--- src/rtl/intersection_phase_scheduler_if.sv ---
// Phase offer handshake between the phase scheduler (master) and the light sequencer (slave).
interface intersection_phase_scheduler_if;
    logic       phase_valid;
    logic       phase_ready;
    logic [3:0] phase_id;
    logic [7:0] phase_time;
    logic       phase_done;
    logic       seq_abort;

    modport master (
        output phase_valid, phase_id, phase_time, seq_abort,
        input  phase_ready, phase_done
    );

    modport slave (
        input  phase_valid, phase_id, phase_time, seq_abort,
        output phase_ready, phase_done
    );
endinterface

--- src/rtl/intersection_phase_scheduler.sv ---
// Demand-driven four-way intersection phase scheduler: latches requests, picks the next phase,
// inserts all-red clearance on axis changes and handles emergency preemption.
module intersection_phase_scheduler #(
    parameter int unsigned T_ALL_RED = 4,
    parameter int unsigned T_BOTH    = 10,
    parameter int unsigned T_DOUBLE  = 5,
    parameter int unsigned T_LEFT    = 5,
    parameter int unsigned T_PED_EXT = 6,
    parameter int unsigned T_PREEMPT = 8
) (
    input  logic                                  clk,
    input  logic                                  reset,
    input  logic [3:0]                            det_thru,
    input  logic [3:0]                            det_left,
    input  logic                                  ped_ns,
    input  logic                                  ped_ew,
    input  logic                                  preempt_valid,
    input  logic [1:0]                            preempt_dir,
    intersection_phase_scheduler_if.master        ph,
    output logic                                  walk_ns,
    output logic                                  walk_ew,
    output logic                                  preempt_active
);
    localparam logic [2:0] S_IDLE       = 3'd0;
    localparam logic [2:0] S_CLR_ISSUE  = 3'd1;
    localparam logic [2:0] S_CLR_ACTIVE = 3'd2;
    localparam logic [2:0] S_ISSUE      = 3'd3;
    localparam logic [2:0] S_ACTIVE     = 3'd4;
    localparam logic [2:0] S_PRE_CLR    = 3'd5;
    localparam logic [2:0] S_PRE_HOLD   = 3'd6;

    localparam logic [3:0] ID_NS_BOTH = 4'd0;
    localparam logic [3:0] ID_N_DBL   = 4'd1;
    localparam logic [3:0] ID_S_DBL   = 4'd2;
    localparam logic [3:0] ID_EW_BOTH = 4'd3;
    localparam logic [3:0] ID_E_DBL   = 4'd4;
    localparam logic [3:0] ID_W_DBL   = 4'd5;
    localparam logic [3:0] ID_NS_LEFT = 4'd6;
    localparam logic [3:0] ID_EW_LEFT = 4'd7;
    localparam logic [3:0] ID_ALL_RED = 4'd8;

    localparam int unsigned PED_SUM     = T_BOTH + T_PED_EXT;
    localparam logic [7:0]  TM_ALL_RED  = 8'(T_ALL_RED);
    localparam logic [7:0]  TM_BOTH     = 8'(T_BOTH);
    localparam logic [7:0]  TM_DOUBLE   = 8'(T_DOUBLE);
    localparam logic [7:0]  TM_LEFT     = 8'(T_LEFT);
    localparam logic [7:0]  TM_PREEMPT  = 8'(T_PREEMPT);
    localparam logic [7:0]  TM_BOTH_PED = (PED_SUM > 255) ? 8'd255 : 8'(PED_SUM);

    logic [2:0] state_q, state_d;
    logic       phase_valid_q, phase_valid_d;
    logic [3:0] phase_id_q, phase_id_d;
    logic [7:0] phase_time_q, phase_time_d;
    logic       seq_abort_q, seq_abort_d;
    logic       walk_ns_q, walk_ns_d, walk_ew_q, walk_ew_d;
    logic       preempt_active_q, preempt_active_d;
    logic       last_ew_q, last_ew_d;
    logic [3:0] pend_thru_q, pend_thru_d, pend_left_q, pend_left_d;
    logic [1:0] pend_ped_q, pend_ped_d;
    logic [3:0] cand_id_q, cand_id_d;
    logic [7:0] cand_time_q, cand_time_d;
    logic       cand_ped_q, cand_ped_d, cand_ew_q, cand_ew_d;
    logic       busy_q, busy_d;
    logic       pre_ew_q, pre_ew_d;

    logic        accept, done, served, in_pre, dir_ew;
    logic        ns_pend, ew_pend, sel_ew;
    logic [12:0] sel;
    logic [3:0]  clr_thru, clr_left;
    logic [1:0]  clr_ped;

    // Result packing: {ped_served, time[7:0], id[3:0]}; bit 0 of th/lf is the N (or E) approach.
    function automatic logic [12:0] pick_axis(input logic ew, input logic [1:0] th,
                                              input logic [1:0] lf, input logic pd);
        logic [3:0] id;
        logic [7:0] tm;
        logic       ps;
        ps = 1'b0;
        if (lf[0] && lf[1]) begin
            id = ew ? ID_EW_LEFT : ID_NS_LEFT;
            tm = TM_LEFT;
        end else if (lf[0] && th[0]) begin
            id = ew ? ID_E_DBL : ID_N_DBL;
            tm = TM_DOUBLE;
        end else if (lf[1] && th[1]) begin
            id = ew ? ID_W_DBL : ID_S_DBL;
            tm = TM_DOUBLE;
        end else begin
            id = ew ? ID_EW_BOTH : ID_NS_BOTH;
            ps = pd;
            tm = pd ? TM_BOTH_PED : TM_BOTH;
        end
        return {ps, tm, id};
    endfunction

    assign accept  = phase_valid_q && ph.phase_ready;
    assign done    = ph.phase_done && busy_q;
    assign in_pre  = (state_q == S_PRE_CLR) || (state_q == S_PRE_HOLD);
    assign dir_ew  = (preempt_dir == 2'd2) || (preempt_dir == 2'd3);
    assign ns_pend = (|pend_thru_q[1:0]) || (|pend_left_q[1:0]) || pend_ped_q[0];
    assign ew_pend = (|pend_thru_q[3:2]) || (|pend_left_q[3:2]) || pend_ped_q[1];
    // The axis opposite the last served one wins whenever it has anything pending.
    assign sel_ew  = last_ew_q ? !ns_pend : ew_pend;
    assign sel     = sel_ew ? pick_axis(1'b1, pend_thru_q[3:2], pend_left_q[3:2], pend_ped_q[1])
                            : pick_axis(1'b0, pend_thru_q[1:0], pend_left_q[1:0], pend_ped_q[0]);

    always_comb begin
        state_d          = state_q;
        phase_valid_d    = phase_valid_q;
        phase_id_d       = phase_id_q;
        phase_time_d     = phase_time_q;
        seq_abort_d      = 1'b0;
        walk_ns_d        = walk_ns_q;
        walk_ew_d        = walk_ew_q;
        preempt_active_d = preempt_active_q;
        last_ew_d        = last_ew_q;
        cand_id_d        = cand_id_q;
        cand_time_d      = cand_time_q;
        cand_ped_d       = cand_ped_q;
        cand_ew_d        = cand_ew_q;
        pre_ew_d         = pre_ew_q;
        busy_d           = busy_q;
        served           = 1'b0;
        if (accept) busy_d = 1'b1;
        if (done)   busy_d = 1'b0;

        case (state_q)
            S_IDLE: if (ns_pend || ew_pend) begin
                {cand_ped_d, cand_time_d, cand_id_d} = sel;
                cand_ew_d     = sel_ew;
                phase_valid_d = 1'b1;
                if (sel_ew != last_ew_q) begin
                    state_d      = S_CLR_ISSUE;
                    phase_id_d   = ID_ALL_RED;
                    phase_time_d = TM_ALL_RED;
                end else begin
                    state_d      = S_ISSUE;
                    phase_id_d   = sel[3:0];
                    phase_time_d = sel[11:4];
                end
            end
            S_CLR_ISSUE: if (accept) begin
                phase_valid_d = 1'b0;
                state_d       = S_CLR_ACTIVE;
            end
            S_CLR_ACTIVE: if (done) begin
                state_d       = S_ISSUE;
                phase_valid_d = 1'b1;
                phase_id_d    = cand_id_q;
                phase_time_d  = cand_time_q;
            end
            S_ISSUE: if (accept) begin
                phase_valid_d = 1'b0;
                state_d       = S_ACTIVE;
                last_ew_d     = cand_ew_q;
                served        = 1'b1;
                walk_ns_d     = cand_ped_q && !cand_ew_q;
                walk_ew_d     = cand_ped_q && cand_ew_q;
            end
            S_ACTIVE: if (done) begin
                state_d   = S_IDLE;
                walk_ns_d = 1'b0;
                walk_ew_d = 1'b0;
            end
            S_PRE_CLR: begin
                if (accept) phase_valid_d = 1'b0;
                if (done) begin
                    state_d       = S_PRE_HOLD;
                    phase_valid_d = 1'b1;
                    phase_id_d    = pre_ew_q ? ID_EW_BOTH : ID_NS_BOTH;
                    phase_time_d  = TM_PREEMPT;
                end
            end
            S_PRE_HOLD: begin
                if (accept) phase_valid_d = 1'b0;
                if (done) begin
                    if (preempt_valid) begin
                        phase_valid_d = 1'b1;
                        pre_ew_d      = dir_ew;
                        phase_id_d    = dir_ew ? ID_EW_BOTH : ID_NS_BOTH;
                        phase_time_d  = TM_PREEMPT;
                    end else begin
                        state_d          = S_IDLE;
                        last_ew_d        = pre_ew_q;
                        preempt_active_d = 1'b0;
                    end
                end
            end
            default: state_d = S_IDLE;
        endcase

        // Preemption overrides whatever the FSM decided; a coincident acceptance is aborted
        // and its requests stay pending rather than being consumed.
        if (preempt_valid && !in_pre) begin
            seq_abort_d      = busy_q || accept;
            state_d          = S_PRE_CLR;
            phase_valid_d    = 1'b1;
            phase_id_d       = ID_ALL_RED;
            phase_time_d     = TM_ALL_RED;
            preempt_active_d = 1'b1;
            pre_ew_d         = dir_ew;
            busy_d           = 1'b0;
            walk_ns_d        = 1'b0;
            walk_ew_d        = 1'b0;
            last_ew_d        = last_ew_q;
            served           = 1'b0;
        end

        clr_thru = '0;
        clr_left = '0;
        clr_ped  = '0;
        if (served) begin
            case (cand_id_q)
                ID_NS_BOTH: begin clr_thru = 4'b0011; clr_left = 4'b0011; clr_ped = 2'b01; end
                ID_N_DBL:   begin clr_thru = 4'b0001; clr_left = 4'b0001; end
                ID_S_DBL:   begin clr_thru = 4'b0010; clr_left = 4'b0010; end
                ID_EW_BOTH: begin clr_thru = 4'b1100; clr_left = 4'b1100; clr_ped = 2'b10; end
                ID_E_DBL:   begin clr_thru = 4'b0100; clr_left = 4'b0100; end
                ID_W_DBL:   begin clr_thru = 4'b1000; clr_left = 4'b1000; end
                ID_NS_LEFT: clr_left = 4'b0011;
                ID_EW_LEFT: clr_left = 4'b1100;
                default: ;
            endcase
        end
        pend_thru_d = (pend_thru_q & ~clr_thru) | det_thru;
        pend_left_d = (pend_left_q & ~clr_left) | det_left;
        pend_ped_d  = (pend_ped_q & ~clr_ped) | {ped_ew, ped_ns};
    end

    always_ff @(posedge clk) begin
        if (reset) begin
            state_q          <= S_IDLE;
            phase_valid_q    <= 1'b0;
            phase_id_q       <= ID_ALL_RED;
            phase_time_q     <= '0;
            seq_abort_q      <= 1'b0;
            walk_ns_q        <= 1'b0;
            walk_ew_q        <= 1'b0;
            preempt_active_q <= 1'b0;
            last_ew_q        <= 1'b1;
            pend_thru_q      <= '0;
            pend_left_q      <= '0;
            pend_ped_q       <= '0;
            cand_id_q        <= ID_ALL_RED;
            cand_time_q      <= '0;
            cand_ped_q       <= 1'b0;
            cand_ew_q        <= 1'b0;
            busy_q           <= 1'b0;
            pre_ew_q         <= 1'b0;
        end else begin
            state_q          <= state_d;
            phase_valid_q    <= phase_valid_d;
            phase_id_q       <= phase_id_d;
            phase_time_q     <= phase_time_d;
            seq_abort_q      <= seq_abort_d;
            walk_ns_q        <= walk_ns_d;
            walk_ew_q        <= walk_ew_d;
            preempt_active_q <= preempt_active_d;
            last_ew_q        <= last_ew_d;
            pend_thru_q      <= pend_thru_d;
            pend_left_q      <= pend_left_d;
            pend_ped_q       <= pend_ped_d;
            cand_id_q        <= cand_id_d;
            cand_time_q      <= cand_time_d;
            cand_ped_q       <= cand_ped_d;
            cand_ew_q        <= cand_ew_d;
            busy_q           <= busy_d;
            pre_ew_q         <= pre_ew_d;
        end
    end

    assign ph.phase_valid = phase_valid_q;
    assign ph.phase_id    = phase_id_q;
    assign ph.phase_time  = phase_time_q;
    assign ph.seq_abort   = seq_abort_q;
    assign walk_ns        = walk_ns_q;
    assign walk_ew        = walk_ew_q;
    assign preempt_active = preempt_active_q;
endmodule

--- src/flat_wrapper.sv ---
// flat-port wrapper written by rule: the top's interface ports become plain ports
module intersection_phase_scheduler_flat 
#(
    parameter int unsigned T_ALL_RED = 4,
    parameter int unsigned T_BOTH    = 10,
    parameter int unsigned T_DOUBLE  = 5,
    parameter int unsigned T_LEFT    = 5,
    parameter int unsigned T_PED_EXT = 6,
    parameter int unsigned T_PREEMPT = 8
)
  (clk, reset, det_thru, det_left, ped_ns, ped_ew, preempt_valid, preempt_dir, walk_ns, walk_ew, preempt_active, ph_phase_valid, ph_phase_id, ph_phase_time, ph_seq_abort, ph_phase_ready, ph_phase_done);
  intersection_phase_scheduler_if ph_i ();
  input  logic clk;
  input  logic reset;
  input  logic [3:0] det_thru;
  input  logic [3:0] det_left;
  input  logic ped_ns;
  input  logic ped_ew;
  input  logic preempt_valid;
  input  logic [1:0] preempt_dir;
  output logic walk_ns;
  output logic walk_ew;
  output logic preempt_active;
  output wire logic [$bits(ph_i.phase_valid)-1:0] ph_phase_valid;
  output wire logic [$bits(ph_i.phase_id)-1:0] ph_phase_id;
  output wire logic [$bits(ph_i.phase_time)-1:0] ph_phase_time;
  output wire logic [$bits(ph_i.seq_abort)-1:0] ph_seq_abort;
  input wire logic [$bits(ph_i.phase_ready)-1:0] ph_phase_ready;
  input wire logic [$bits(ph_i.phase_done)-1:0] ph_phase_done;
  assign ph_phase_valid = ph_i.phase_valid;
  assign ph_phase_id = ph_i.phase_id;
  assign ph_phase_time = ph_i.phase_time;
  assign ph_seq_abort = ph_i.seq_abort;
  assign ph_i.phase_ready = ph_phase_ready;
  assign ph_i.phase_done = ph_phase_done;
  intersection_phase_scheduler #(.T_ALL_RED(T_ALL_RED), .T_BOTH(T_BOTH), .T_DOUBLE(T_DOUBLE), .T_LEFT(T_LEFT), .T_PED_EXT(T_PED_EXT), .T_PREEMPT(T_PREEMPT)) u_core (.clk(clk), .reset(reset), .det_thru(det_thru), .det_left(det_left), .ped_ns(ped_ns), .ped_ew(ped_ew), .preempt_valid(preempt_valid), .preempt_dir(preempt_dir), .ph(ph_i), .walk_ns(walk_ns), .walk_ew(walk_ew), .preempt_active(preempt_active));
endmodule
--- config.mk ---
export PLATFORM = sky130hd
export DESIGN_NAME = intersection_phase_scheduler_flat
export DESIGN_NICKNAME = d
export VERILOG_FILES = /design/src/rtl/intersection_phase_scheduler_if.sv /design/src/rtl/intersection_phase_scheduler.sv /design/src/flat_wrapper.sv
export SDC_FILE = /design/constraint.sdc
export NUM_CORES = 1
export LEC_CHECK = 0
export ABC_AREA = 0
export CAP_MARGIN = 10
export CORE_MARGIN = 4
export CORE_UTILIZATION = 53
export CTS_BUF_LIST = sky130_fd_sc_hd__clkbuf_4 sky130_fd_sc_hd__clkbuf_8
export DETAILED_ROUTE_END_ITERATION = 6
export GPL_ROUTABILITY_DRIVEN = 0
export PLACE_DENSITY = 0.79
export SETUP_SLACK_MARGIN = 0.02
export SYNTH_ARGS = -nofsm -noshare
export SYNTH_HDL_FRONTEND = slang
export SYNTH_SLANG_ARGS = --single-unit
--- constraint.sdc ---
create_clock -name clk -period 2.25 [get_ports clk]
set_input_delay 0.45 -clock clk [delete_from_list [all_inputs] [get_ports clk]]
set_output_delay 0.45 -clock clk [all_outputs]
set_load 0.005 [all_outputs]
* After elaboration in Yosys (flattened, before gate mapping)
Index checks and enable logic that the tools add are counted.
** Storage, ports and cells
- Bits in read-only memories :: 0
- Latch bits :: 0
- Bits in writable memories :: 0
- Memories kept :: 0
- Output and inout bits :: 17
- Word-level logic and storage cells :: 201
- Register bits :: 47
** Operators by class
- Shifts and indexed selects :: 0
- Eq/ne operators :: 35
- $mul :: 0
- Reductions and logical operators :: 52
- Multiplexer cells :: 84
- Add/sub/neg operators :: 0
- Divide/modulo/power cells :: 0
- Bitwise gates (word level) :: 10
- Magnitude comparators :: 0
** Operators with widths (number)
- 8-bit 2-to-1 mux :: 12
- 4-bit 2-to-1 mux :: 12
- 4-bit case mux with 6 select lines :: 2
- 3-bit 2-to-1 mux :: 11
- 8-bit case mux with 4 select lines :: 1
- 1-bit 2-to-1 mux :: 31
- 3-bit case mux with 7 select lines :: 1
- 2-bit OR reduction :: 9
- 4-bit by 3-bit equality test with 1-bit output, second input constant :: 4
- 2-bit by 1-bit inequality test with 1-bit output, second input constant :: 8
- 4-bit case mux with 4 select lines :: 1
- 8-bit AND reduction :: 2
- 3-bit by 1-bit inequality test with 1-bit output, second input constant :: 5
- 13-bit 2-to-1 mux :: 1
- 3-bit AND reduction :: 4
- 6-bit AND reduction :: 2
- 1-bit logical AND :: 11
- 2-bit 2-to-1 mux :: 5
- 5-bit 2-to-1 mux :: 2
- 2-bit nonzero test :: 5
- 3-bit equality test, second input constant :: 3
- 4-bit bitwise AND :: 2
- 4-bit by 2-bit equality test with 1-bit output, second input constant :: 2
- 1-bit logical OR :: 8
- 26 further kinds :: 37

* Longest topological paths before layout
Gate-level depths: netlist of run 1.
- Depth after elaboration :: 10
- Gate-level depth with buffers :: 8

* Worst setup path before layout of run 1
Ideal clock, no wire load.
- Kind :: flip-flop to flip-flop
- Start point :: reg u_core.pend_thru_q[0]
- End point :: reg u_core.cand_time_q[2]
- Cell stages (with the launch flop) :: 6
- Buffers on the path :: 0
- Data arrival time :: 1594 ps
- Slack :: 590 ps
- Data required time :: 2184 ps
- Cells stage by stage :: dfxtp_1 or4_4 o21ai_4 a21oi_2 or3_1 a21oi_2
** Between the ends
- Cells in the longest elaborated chain, start to end :: 6
** RTL lines
- start, declared :: line intersection_phase_scheduler.sv:58 : logic [3:0] pend_thru_q, pend_thru_d, pend_left_q, pend_left_d;
- start signal, assigned :: line intersection_phase_scheduler.sv:260 : pend_thru_q <= pend_thru_d;
- 2-bit OR reduction :: line intersection_phase_scheduler.sv:100 : assign ns_pend = (|pend_thru_q[1:0]) || (|pend_left_q[1:0]) || pend_ped_q[0];
- 1-bit logical OR (2 in a row) :: line intersection_phase_scheduler.sv:100
- 1-bit logical NOT :: line intersection_phase_scheduler.sv:103 : assign sel_ew = last_ew_q ? !ns_pend : ew_pend;
- 1-bit 2-to-1 mux :: line intersection_phase_scheduler.sv:103
- 13-bit 2-to-1 mux :: line intersection_phase_scheduler.sv:104 : assign sel = sel_ew ? pick_axis(1'b1, pend_thru_q[3:2], pend_left_q[3:2], pend_ped_q[1])
- end signal, assigned :: line intersection_phase_scheduler.sv:264 : cand_time_q <= cand_time_d;
- end, declared :: line intersection_phase_scheduler.sv:61 : logic [7:0] cand_time_q, cand_time_d;
Several ways; a longest one is shown, not always the timed one.
A chain may end at the register's enable or synchronous reset.

* Worst setup path after layout of run 1
- Start point :: reg u_core.state_q[1]
- End point :: reg u_core.phase_time_q[2], in the netlist u_core.ph.phase_time[2]
** Between the ends
- Cells in the longest elaborated chain, start to end :: 6
** RTL lines
- start, declared :: line intersection_phase_scheduler.sv:50 : logic [2:0] state_q, state_d;
- start signal, assigned :: line intersection_phase_scheduler.sv:251 : state_q <= state_d;
- 3-bit equality test :: line intersection_phase_scheduler.sv:98, intersection_phase_scheduler.sv:127
- 1-bit logical OR :: line intersection_phase_scheduler.sv:98 : assign in_pre = (state_q == S_PRE_CLR) || (state_q == S_PRE_HOLD);
- 1-bit logical NOT :: line intersection_phase_scheduler.sv:194 : if (preempt_valid && !in_pre) begin
- 1-bit logical AND :: line intersection_phase_scheduler.sv:194
- 3-bit by 2-bit inequality test with 1-bit output (no source line) (tied with other cells)
- 6-bit AND reduction (no source line)
- end signal, assigned :: line intersection_phase_scheduler.sv:254 : phase_time_q <= phase_time_d;
- end, declared :: line intersection_phase_scheduler.sv:53 : logic [7:0] phase_time_q, phase_time_d;
Several ways; a longest one is shown, not always the timed one.

==> results of run 1 <==
==> how the worst max path moves through the flow <==
stage                                startpoint                       to  slack (ns)  depth (start not counted)
after floorplan           u_core.pend_thru_q[0]    u_core.cand_time_q[2]        0.59                          5
after global placement            preempt_valid  u_core.ph.phase_time[2]        0.15                          7
after detailed placement          preempt_valid  u_core.ph.phase_time[2]        0.15                          7
after CTS                     u_core.state_q[1]  u_core.ph.phase_time[2]        0.34                          5
after global routing          u_core.state_q[0]  u_core.ph.phase_time[3]         0.1                          6
final                         u_core.state_q[1]  u_core.ph.phase_time[2]        0.27                          5
==> kinds of logic (layout without fill, tap and decap cells) <==
| group | after synthesis | in the layout | share of synthesized area |
|---|---|---|---|
| AND/OR/NAND/NOR | 102 | 102 | 0.242 |
| multiplexers | 8 | 8 | 0.0366 |
| AO/OA/AOI/OAI | 110 | 110 | 0.309 |
| other | 1 | 3 | 0.00169 |
| flip-flops | 38 | 38 | 0.342 |
| buffers and inverters | 31 | 62 | 0.0647 |
| XOR/XNOR | 1 | 1 | 0.00394 |
==> registers in the layout (all words and copies together), names as in the netlist <==
| register | flops |
|---|---|
| u_core.walk_ns | 1 |
| u_core.pend_left_q | 4 |
| u_core.pend_ped_q | 2 |
| u_core.ph.seq_abort | 1 |
| u_core.ph.phase_id | 4 |
| u_core.pend_thru_q | 4 |
| u_core.state_q | 3 |
| u_core.cand_id_q | 4 |
| u_core.busy_q | 1 |
| u_core.cand_time_q | 3 |
| u_core.pre_ew_q | 1 |
| u_core.walk_ew | 1 |
| u_core.preempt_active | 1 |
| u_core.ph.phase_valid | 1 |
| u_core.ph.phase_time | 5 |
| u_core.last_ew_q | 1 |
| u_core.cand_ew_q | 1 |
==> metal layers <==
layer  GRT usage  vias to the layer above
met5           0                        -
met4      0.0861                        0
met3      0.0455                       13
met1       0.315                     1043
met2       0.367                       72
li1            -                     1112
==> power groups by stage <==
stage | Combinational, W | Clock [W] | Sequential [W]
after global placement | 0.000375 | 0 | 0.000800
after global routing | 0.000433 | 0.000756 | 0.000796
after detailed placement | 0.000383 | 0 | 0.000802
final | 0.000389 | 0.000716 | 0.000789
after floorplan | 0.000267 | 0 | 0.000776
after CTS | 0.000387 | 0.000728 | 0.000787
==> layout by cell type (no fill, tap or decap), drive strengths merged, types with 7 or more instances in the layout <==
| master | n |
|---|---|
| a21oi | 40 |
| dfxtp | 38 |
| nor2 | 36 |
| o21ai | 30 |
| clkdlybuf4s50 | 29 |
| nand2 | 20 |
| buf | 13 |
| inv | 12 |
| nor3 | 9 |
| nand3b | 8 |
| mux2i | 7 |
==> worst max-delay path, delay by kind of cell, from the launching register on <==
| family | cells | cell delay, ns |
|---|---|---|
| compound gates | 2 | 0.39 |
| flops | 1 | 0.59 |
| simple gates | 3 | 0.90 |
==> through the flow <==
step                total power, W  utilization  cells  hold WS [ns]
floorplan                  0.00104            -    293         0.446
global placement           0.00118        0.644    366         0.443
detailed placement         0.00118        0.644    366         0.451
CTS                        0.00190        0.680    374         0.461
global route               0.00199        0.680    374         0.481
finish                     0.00189        0.680    374         0.461
==> layout make-up <==
cell class	instances	area, um^2
repair buffers	42	400
flip-flops and latches	38	761
multi-input cells	224	1330
clock buffers	6	82.6
well taps	50	62.6
clock inverters	2	60.1
fillers	376	1290
inverters	12	45.0
==> results_tabular.tex, run 1 <==
\begin{tabular}{lr}
\hline
Metric & Value \\
\hline
\multicolumn{2}{l}{\textbf{Routing}} \\
\quad Detailed-router iteration count before antenna repair & 4 \\
\quad Routed wl met3 & 398 um \\
\quad Via count & 2240 \\
\quad Wirelength per Cell & roughly 15 um \\
\quad Antenna Nets Post-Route & 0 \\
\quad Average via count per standard cell & 5.99 \\
\quad Total length of routed wires & between 5 and 6 mm \\
\quad Top routing layer in use & met4 \\
\quad Routed length on met2 & 2.67 mm \\
\quad Met1 WL & 2.58 mm \\
\quad Remaining design rule violation count & 0 \\
\quad Violation count after the first detailed-route iteration & 166 \\
\multicolumn{2}{l}{\textbf{STA}} \\
\quad Final number of setup-violating endpoints & 0 \\
\quad Final cycle utilization of the critical path & 0.882 \\
\quad Number of slew-limit violations in the final report & 0 \\
\quad Final hold violation count & 0 \\
\quad Total negative slack & 0 ns \\
\quad Clock Skews & between 0.005 and 0.006 ns \\
\quad Unrepaired setup endpoints after global routing & false \\
\quad Worst setup slack after layout & 0.266 ns \\
\quad Highest attainable clock frequency & 504 MHz \\
\quad Final Critical Period & 1.98 ns \\
\multicolumn{2}{l}{\textbf{Worst setup path}} \\
\quad Maximum fanout encountered on the critical timing path & 13 \\
\quad Beginning of the worst register-to-register path & u\_core.state\_q[1] \\
\quad Worst stage delay on the critical path & 0.59 ns \\
\quad Setup crit start kind & flip-flop \\
\quad Worst reg-to-reg path cell count & 5 \\
\quad Series of cell instances along the critical path & nand2b\_1 -> nor3\_1 -> a21oi\_1 -> and3b\_1 -> a311oi\_1 \\
\quad Data required, critical path & 2.46 ns \\
\quad End of the worst register-to-register path & u\_core.ph.phase\_time[2] \\
\quad Worst reg-to-reg setup slack & 0.27 ns \\
\quad Data arrival, critical path & between 2 and 2.5 ns \\
\quad Crit end category & flip-flop \\
\quad Slowest cell on crit path & sky130\_fd\_sc\_hd\_\_dfxtp\_1 \\
\quad Critical path type & flip-flop to flip-flop \\
\multicolumn{2}{l}{\textbf{Synth}} \\
\quad FFs w/ async S/R, synth & 0 \\
\quad Prevailing post-synth register cell & sky130\_fd\_sc\_hd\_\_dfxtp\_1 \\
\quad Distinct cell type count of the synthesized netlist & 57 \\
\quad Synth top area cells & sky130\_fd\_sc\_hd\_\_dfxtp\_1 (34\%), sky130\_fd\_sc\_hd\_\_a21oi\_1 (8.5\%), sky130\_fd\_sc\_hd\_\_o21ai\_0 (6.5\%) \\
\quad Number of flip-flops and latches in the synthesized netlist & 38 \\
\quad Sequential area share after synthesis & 0.342 \\
\quad Number of enable flip-flop cells after synthesis & 0 \\
\quad Top cells by instance count after synthesis & sky130\_fd\_sc\_hd\_\_a21oi\_1 (38), sky130\_fd\_sc\_hd\_\_dfxtp\_1 (38), sky130\_fd\_sc\_hd\_\_nor2\_1 (35) \\
\quad Area leader, netlist & sky130\_fd\_sc\_hd\_\_dfxtp\_1 \\
\quad Number of standard cells after synthesis & slightly below 300 \\
\quad Top-area cell type share of the netlist area & 0.342 \\
\quad Synth Warn \# & 0 \\
\quad Total standard cell area after synthesis & 2220 um\^{}2 \\
\quad Synthesized area divided by synthesized cell count & approximately 7.6 um\^{}2 \\
\multicolumn{2}{l}{\textbf{Pwr}} \\
\quad Static leakage power & 1.03 nW \\
\quad Combinational fraction of design power & 0.205 \\
\quad Clock power share & 0.378 \\
\quad Switching share of total power & 0.271 \\
\quad Maximum vdd ir drop & about 0.39 mV \\
\quad Power Density & 692 nW/um\^{}2 \\
\quad Fraction of power consumed by sequential logic & 0.417 \\
\quad Power Internal & 0.00138 W \\
\quad Net Sw Power & 0.000514 W \\
\multicolumn{2}{l}{\textbf{Clock network}} \\
\quad Number of levels in the clock H-tree & 2 \\
\quad Number of resized instances in the post-cts repair step & 0 \\
\quad Cell at the root of the clock tree & sky130\_fd\_sc\_hd\_\_clkbuf\_8 \\
\quad Clock Tree Buf Depth & 2 \\
\quad Clock insertion delay at the later pin of the skew report & 0.29 ns \\
\quad Total clock buffers created by CTS & 5 \\
\quad \# Post-CTS Setup Buffers & 0 \\
\quad Quantity of hold-fixing buffers added after cts & 0 \\
\quad Clk pin slew, worst setup/hold paths & 0.07 ns \\
\quad CTS tree & yes \\
\quad Clock sink count & 38 \\
\multicolumn{2}{l}{\textbf{Global routing}} \\
\quad Global Route Usage Sum & 0.233 \\
\quad Overflow left after global routing & 0 \\
\quad Global-route wire length before repair & a little under 10 mm \\
\quad Antenna violations before repair & 0 \\
\quad Number of global-route vias before repair & around 2100 \\
\quad Largest net degree at the start of global routing & 25 \\
\multicolumn{2}{l}{\textbf{Placement}} \\
\quad \# port buffers & 29 \\
\quad Minimum setup slack after placement & around 0.15 ns \\
\quad Placed inst area & between 2000 and 3000 um\^{}2 \\
\quad Hpwl dp & 4.24 mm \\
\multicolumn{2}{l}{\textbf{Hold path}} \\
\quad Beginning of the worst hold path & u\_core.walk\_ns \\
\quad Worst Hold Path EP & u\_core.walk\_ns \\
\quad Hold-critical path depth & 2 \\
\quad Class of the worst hold path & flip-flop to flip-flop \\
\multicolumn{2}{l}{\textbf{Die}} \\
\quad Floorplan die height & 72.8 um \\
\quad Width of the chip & 72.8 um \\
\quad Area of the core region & approximately 4000 um\^{}2 \\
\quad Row Count & 23 \\
\quad Boundary Pins & 34 \\
\quad Total Die Area & roughly 5300 um\^{}2 \\
\quad Initial core utilization & 0.552 \\
\multicolumn{2}{l}{\textbf{Layout}} \\
\quad Fraction of layout instances using a drive strength above 1 & 0.108 \\
\quad Layout overhead on the synthesized area & 23.1\% \\
\quad Antenna diodes & 0 \\
\quad Number of nets at the end of the flow & 340 \\
\quad Final design instance area without fill & approximately 2700 um\^{}2 \\
\multicolumn{2}{l}{\textbf{Run status}} \\
\quad Result of the run & finished, final reports clean \\
\multicolumn{2}{l}{\textbf{Run}} \\
\quad Maximum capacitance violations & 0 \\
\hline
\end{tabular}
(Power assumes the default switching activity.)
==> run 2, diff against run 1 <==
ABC_AREA = default   (was 0)
==> results of run 2 <==
Same layout as run 1: the final DEF is identical, and so are final timing and power.
==> run 3, diff against run 2 <==
RECOVER_POWER = 100   (was default)
==> results_tabular.tex, run 3 (same netlist as run 1, synthesis figures left out) <==
\begin{tabular}{lr}
\hline
Metric & Value \\
\hline
\multicolumn{2}{l}{\textbf{Die}} \\
\quad Floorplan die height & around 73 um \\
\quad Initial core utilization & 0.552 \\
\quad Boundary Pins & 34 \\
\quad Row Count & 23 \\
\quad Area of the core region & 4030 um\^{}2 \\
\quad Total Die Area & 5300 um\^{}2 \\
\quad Width of the chip & 72.8 um \\
\multicolumn{2}{l}{\textbf{Worst setup path}} \\
\quad Maximum fanout encountered on the critical timing path & 5 \\
\quad Slowest cell on crit path & sky130\_fd\_sc\_hd\_\_dlygate4sd3\_1 \\
\quad Critical path type & primary input to flip-flop \\
\quad Worst stage delay on the critical path & 0.58 ns \\
\quad Series of cell instances along the critical path & dlygate4sd3\_1 -> and2\_0 -> nor3\_1 -> a21oi\_1 -> and3b\_1 -> a311oi\_1 \\
\quad Setup crit start & ph\_phase\_done \\
\quad Worst reg-to-reg path cell count & 5 \\
\quad Crit end category & flip-flop \\
\quad Data required, critical path & 2.46 ns \\
\quad Beginning of the worst register-to-register path & u\_core.state\_q[1] \\
\quad Worst path bufs/invs & 1 \\
\quad Setup crit start kind & primary input \\
\quad Cell class contributing the biggest share of worst-path delay & simple AND/OR/NAND/NOR gates \\
\quad Number of cells on the critical path & 6 \\
\quad Data arrival, critical path & 2.17 ns \\
\multicolumn{2}{l}{\textbf{Routing}} \\
\quad Via count & between 2000 and 2500 \\
\quad Average via count per standard cell & 5.99 \\
\quad Total length of routed wires & between 5 and 6 mm \\
\quad Detailed-router iteration count before antenna repair & 4 \\
\quad Antenna Nets Post-Route & 0 \\
\quad Violation count after the first detailed-route iteration & 124 \\
\quad Remaining design rule violation count & 0 \\
\quad Wirelength per Cell & 15.4 um \\
\multicolumn{2}{l}{\textbf{Layout}} \\
\quad Antenna diodes & 0 \\
\quad Count of placed standard cells in the final layout, fillers left out & approximately 370 \\
\quad Highest-count cells in the layout ignoring fill and taps & sky130\_fd\_sc\_hd\_\_a21oi\_1 (38), sky130\_fd\_sc\_hd\_\_dfxtp\_1 (38), sky130\_fd\_sc\_hd\_\_nor2\_1 (35), sky130\_fd\_sc\_hd\_\_o21ai\_0 (29), sky130\_fd\_sc\_hd\_\_nand2\_1 (20) \\
\quad Layout overhead on the synthesized area & 22.4\% \\
\quad Fraction of layout instances using a drive strength above 1 & 0.0957 \\
\quad Share of the core filled with cells in the final layout & 0.676 \\
\quad Number of nets at the end of the flow & 340 \\
\quad Largest register FFs & 5 \\
\multicolumn{2}{l}{\textbf{STA}} \\
\quad Final number of setup-violating endpoints & 0 \\
\quad Number of slew-limit violations in the final report & 0 \\
\quad Tightest Pin Transition & 0.500 ns \\
\quad Unrepaired setup endpoints after global routing & false \\
\quad Highest attainable clock frequency & 510 MHz \\
\quad Final Critical Period & 1.96 ns \\
\quad Clock Skews & 0.00565 ns \\
\quad Worst slew margin & 0.664 \\
\quad Final cycle utilization of the critical path & 0.872 \\
\quad Final hold violation count & 0 \\
\quad Total negative slack & 0 ns \\
\multicolumn{2}{l}{\textbf{Pwr}} \\
\quad Combinational fraction of design power & 0.202 \\
\quad Clock power share & 0.380 \\
\quad Net Sw Power & 0.000512 W \\
\quad Total chip power & roughly 0.0019 W \\
\quad Fraction of power consumed by sequential logic & 0.417 \\
\quad Static leakage power & 1.05 nW \\
\quad Switching share of total power & 0.272 \\
\quad Power Internal & 0.00137 W \\
\quad Power Density & 692 nW/um\^{}2 \\
\quad Maximum vdd ir drop & 0.386 mV \\
\multicolumn{2}{l}{\textbf{Clock network}} \\
\quad Number of levels in the clock H-tree & 2 \\
\quad Clock insertion delay at the later pin of the skew report & 0.29 ns \\
\quad CTS tree & yes \\
\quad Clock Tree Buf Depth & 2 \\
\quad Cell at the root of the clock tree & sky130\_fd\_sc\_hd\_\_clkbuf\_8 \\
\quad Total clock buffers created by CTS & 5 \\
\quad \# Post-CTS Setup Buffers & 0 \\
\quad Number of resized instances in the post-cts repair step & 0 \\
\quad Clock sink count & 38 \\
\quad Clk pin slew, worst setup/hold paths & 0.07 ns \\
\quad Quantity of hold-fixing buffers added after cts & 0 \\
\multicolumn{2}{l}{\textbf{Run status}} \\
\quad Result of the run & finished, final reports clean \\
\multicolumn{2}{l}{\textbf{Global routing}} \\
\quad Overflow left after global routing & 0 \\
\quad Global-route wire length before repair & 9.72 mm \\
\quad Largest net degree at the start of global routing & 25 \\
\quad Antenna violations before repair & 0 \\
\quad Number of global-route vias before repair & 2096 \\
\quad Global Route Usage Sum & 0.233 \\
\multicolumn{2}{l}{\textbf{Run}} \\
\quad Maximum capacitance violations & 0 \\
\multicolumn{2}{l}{\textbf{Hold path}} \\
\quad Class of the worst hold path & flip-flop to flip-flop \\
\quad Beginning of the worst hold path & u\_core.walk\_ns \\
\quad Hold-critical path depth & 2 \\
\multicolumn{2}{l}{\textbf{Placement}} \\
\quad \# port buffers & 29 \\
\quad Hpwl dp & 4.24 mm \\
\quad Total placed cells including tap cells & 366 \\
\hline
\end{tabular}
-- run 3: cell types whose count changed in the layout (fill, tap and decap cells not counted), moves of 2 or more --
cell / previous run / this run
sky130_fd_sc_hd__buf_4: 12 / 10
sky130_fd_sc_hd__clkbuf_1: 0 / 2
sky130_fd_sc_hd__clkdlybuf4s50_1: 29 / 14
sky130_fd_sc_hd__dlygate4sd3_1: 0 / 15
-- run 3: final timing paths --
path,endpoint,slack (ns)
setup / recovery,u_core.ph.phase_time[2],0.29
hold / removal,u_core.walk_ns,0.46
hold reg to reg,u_core.walk_ns,0.46
setup reg to reg,u_core.ph.phase_time[2],0.29
-- run 3: metrics by stage --
| stage | instance area (um^2) | worst slack [ns] | hold slack [ns] |
|---|---|---|---|
| after detailed placement | 2600 | 0.146 | 0.451 |
| after global routing | 2720 | 0.0997 | 0.478 |
| final | 2720 | 0.289 | 0.458 |
| after CTS | 2740 | 0.337 | 0.461 |
| after floorplan | 2230 | 0.590 | 0.446 |
| after global placement | 2600 | 0.152 | 0.443 |
-- run 3: tightest hold or removal path, cell delays in order, from the launching register on --
cell	delay, ns
sky130_fd_sc_hd__dfxtp_1	0.31
sky130_fd_sc_hd__nand2_1	0.05
sky130_fd_sc_hd__a21oi_1	0.05
-- run 3: cell type report --
type	count	area, um^2
inverters	12	45.0
clock inverters	2	60.1
multi-input cells	224	1320
fillers	380	1310
well taps	50	62.6
flip-flops and latches	38	761
clock buffers	6	82.6
repair buffers	42	393
-- run 3: per-layer routing --
layer  wire (um)  track usage
met1        2610        0.315
met2        2660        0.367
met3         362       0.0455
met4         115       0.0861
met5           0            0
-- run 3: power groups by stage --
stage                     Combinational (W)  Clock, W  Sequential, W
after global placement             0.000375         0       0.000800
after CTS                          0.000387  0.000728       0.000787
final                              0.000381  0.000717       0.000786
after detailed placement           0.000383         0       0.000802
after floorplan                    0.000267         0       0.000776
after global routing               0.000424  0.000756       0.000795
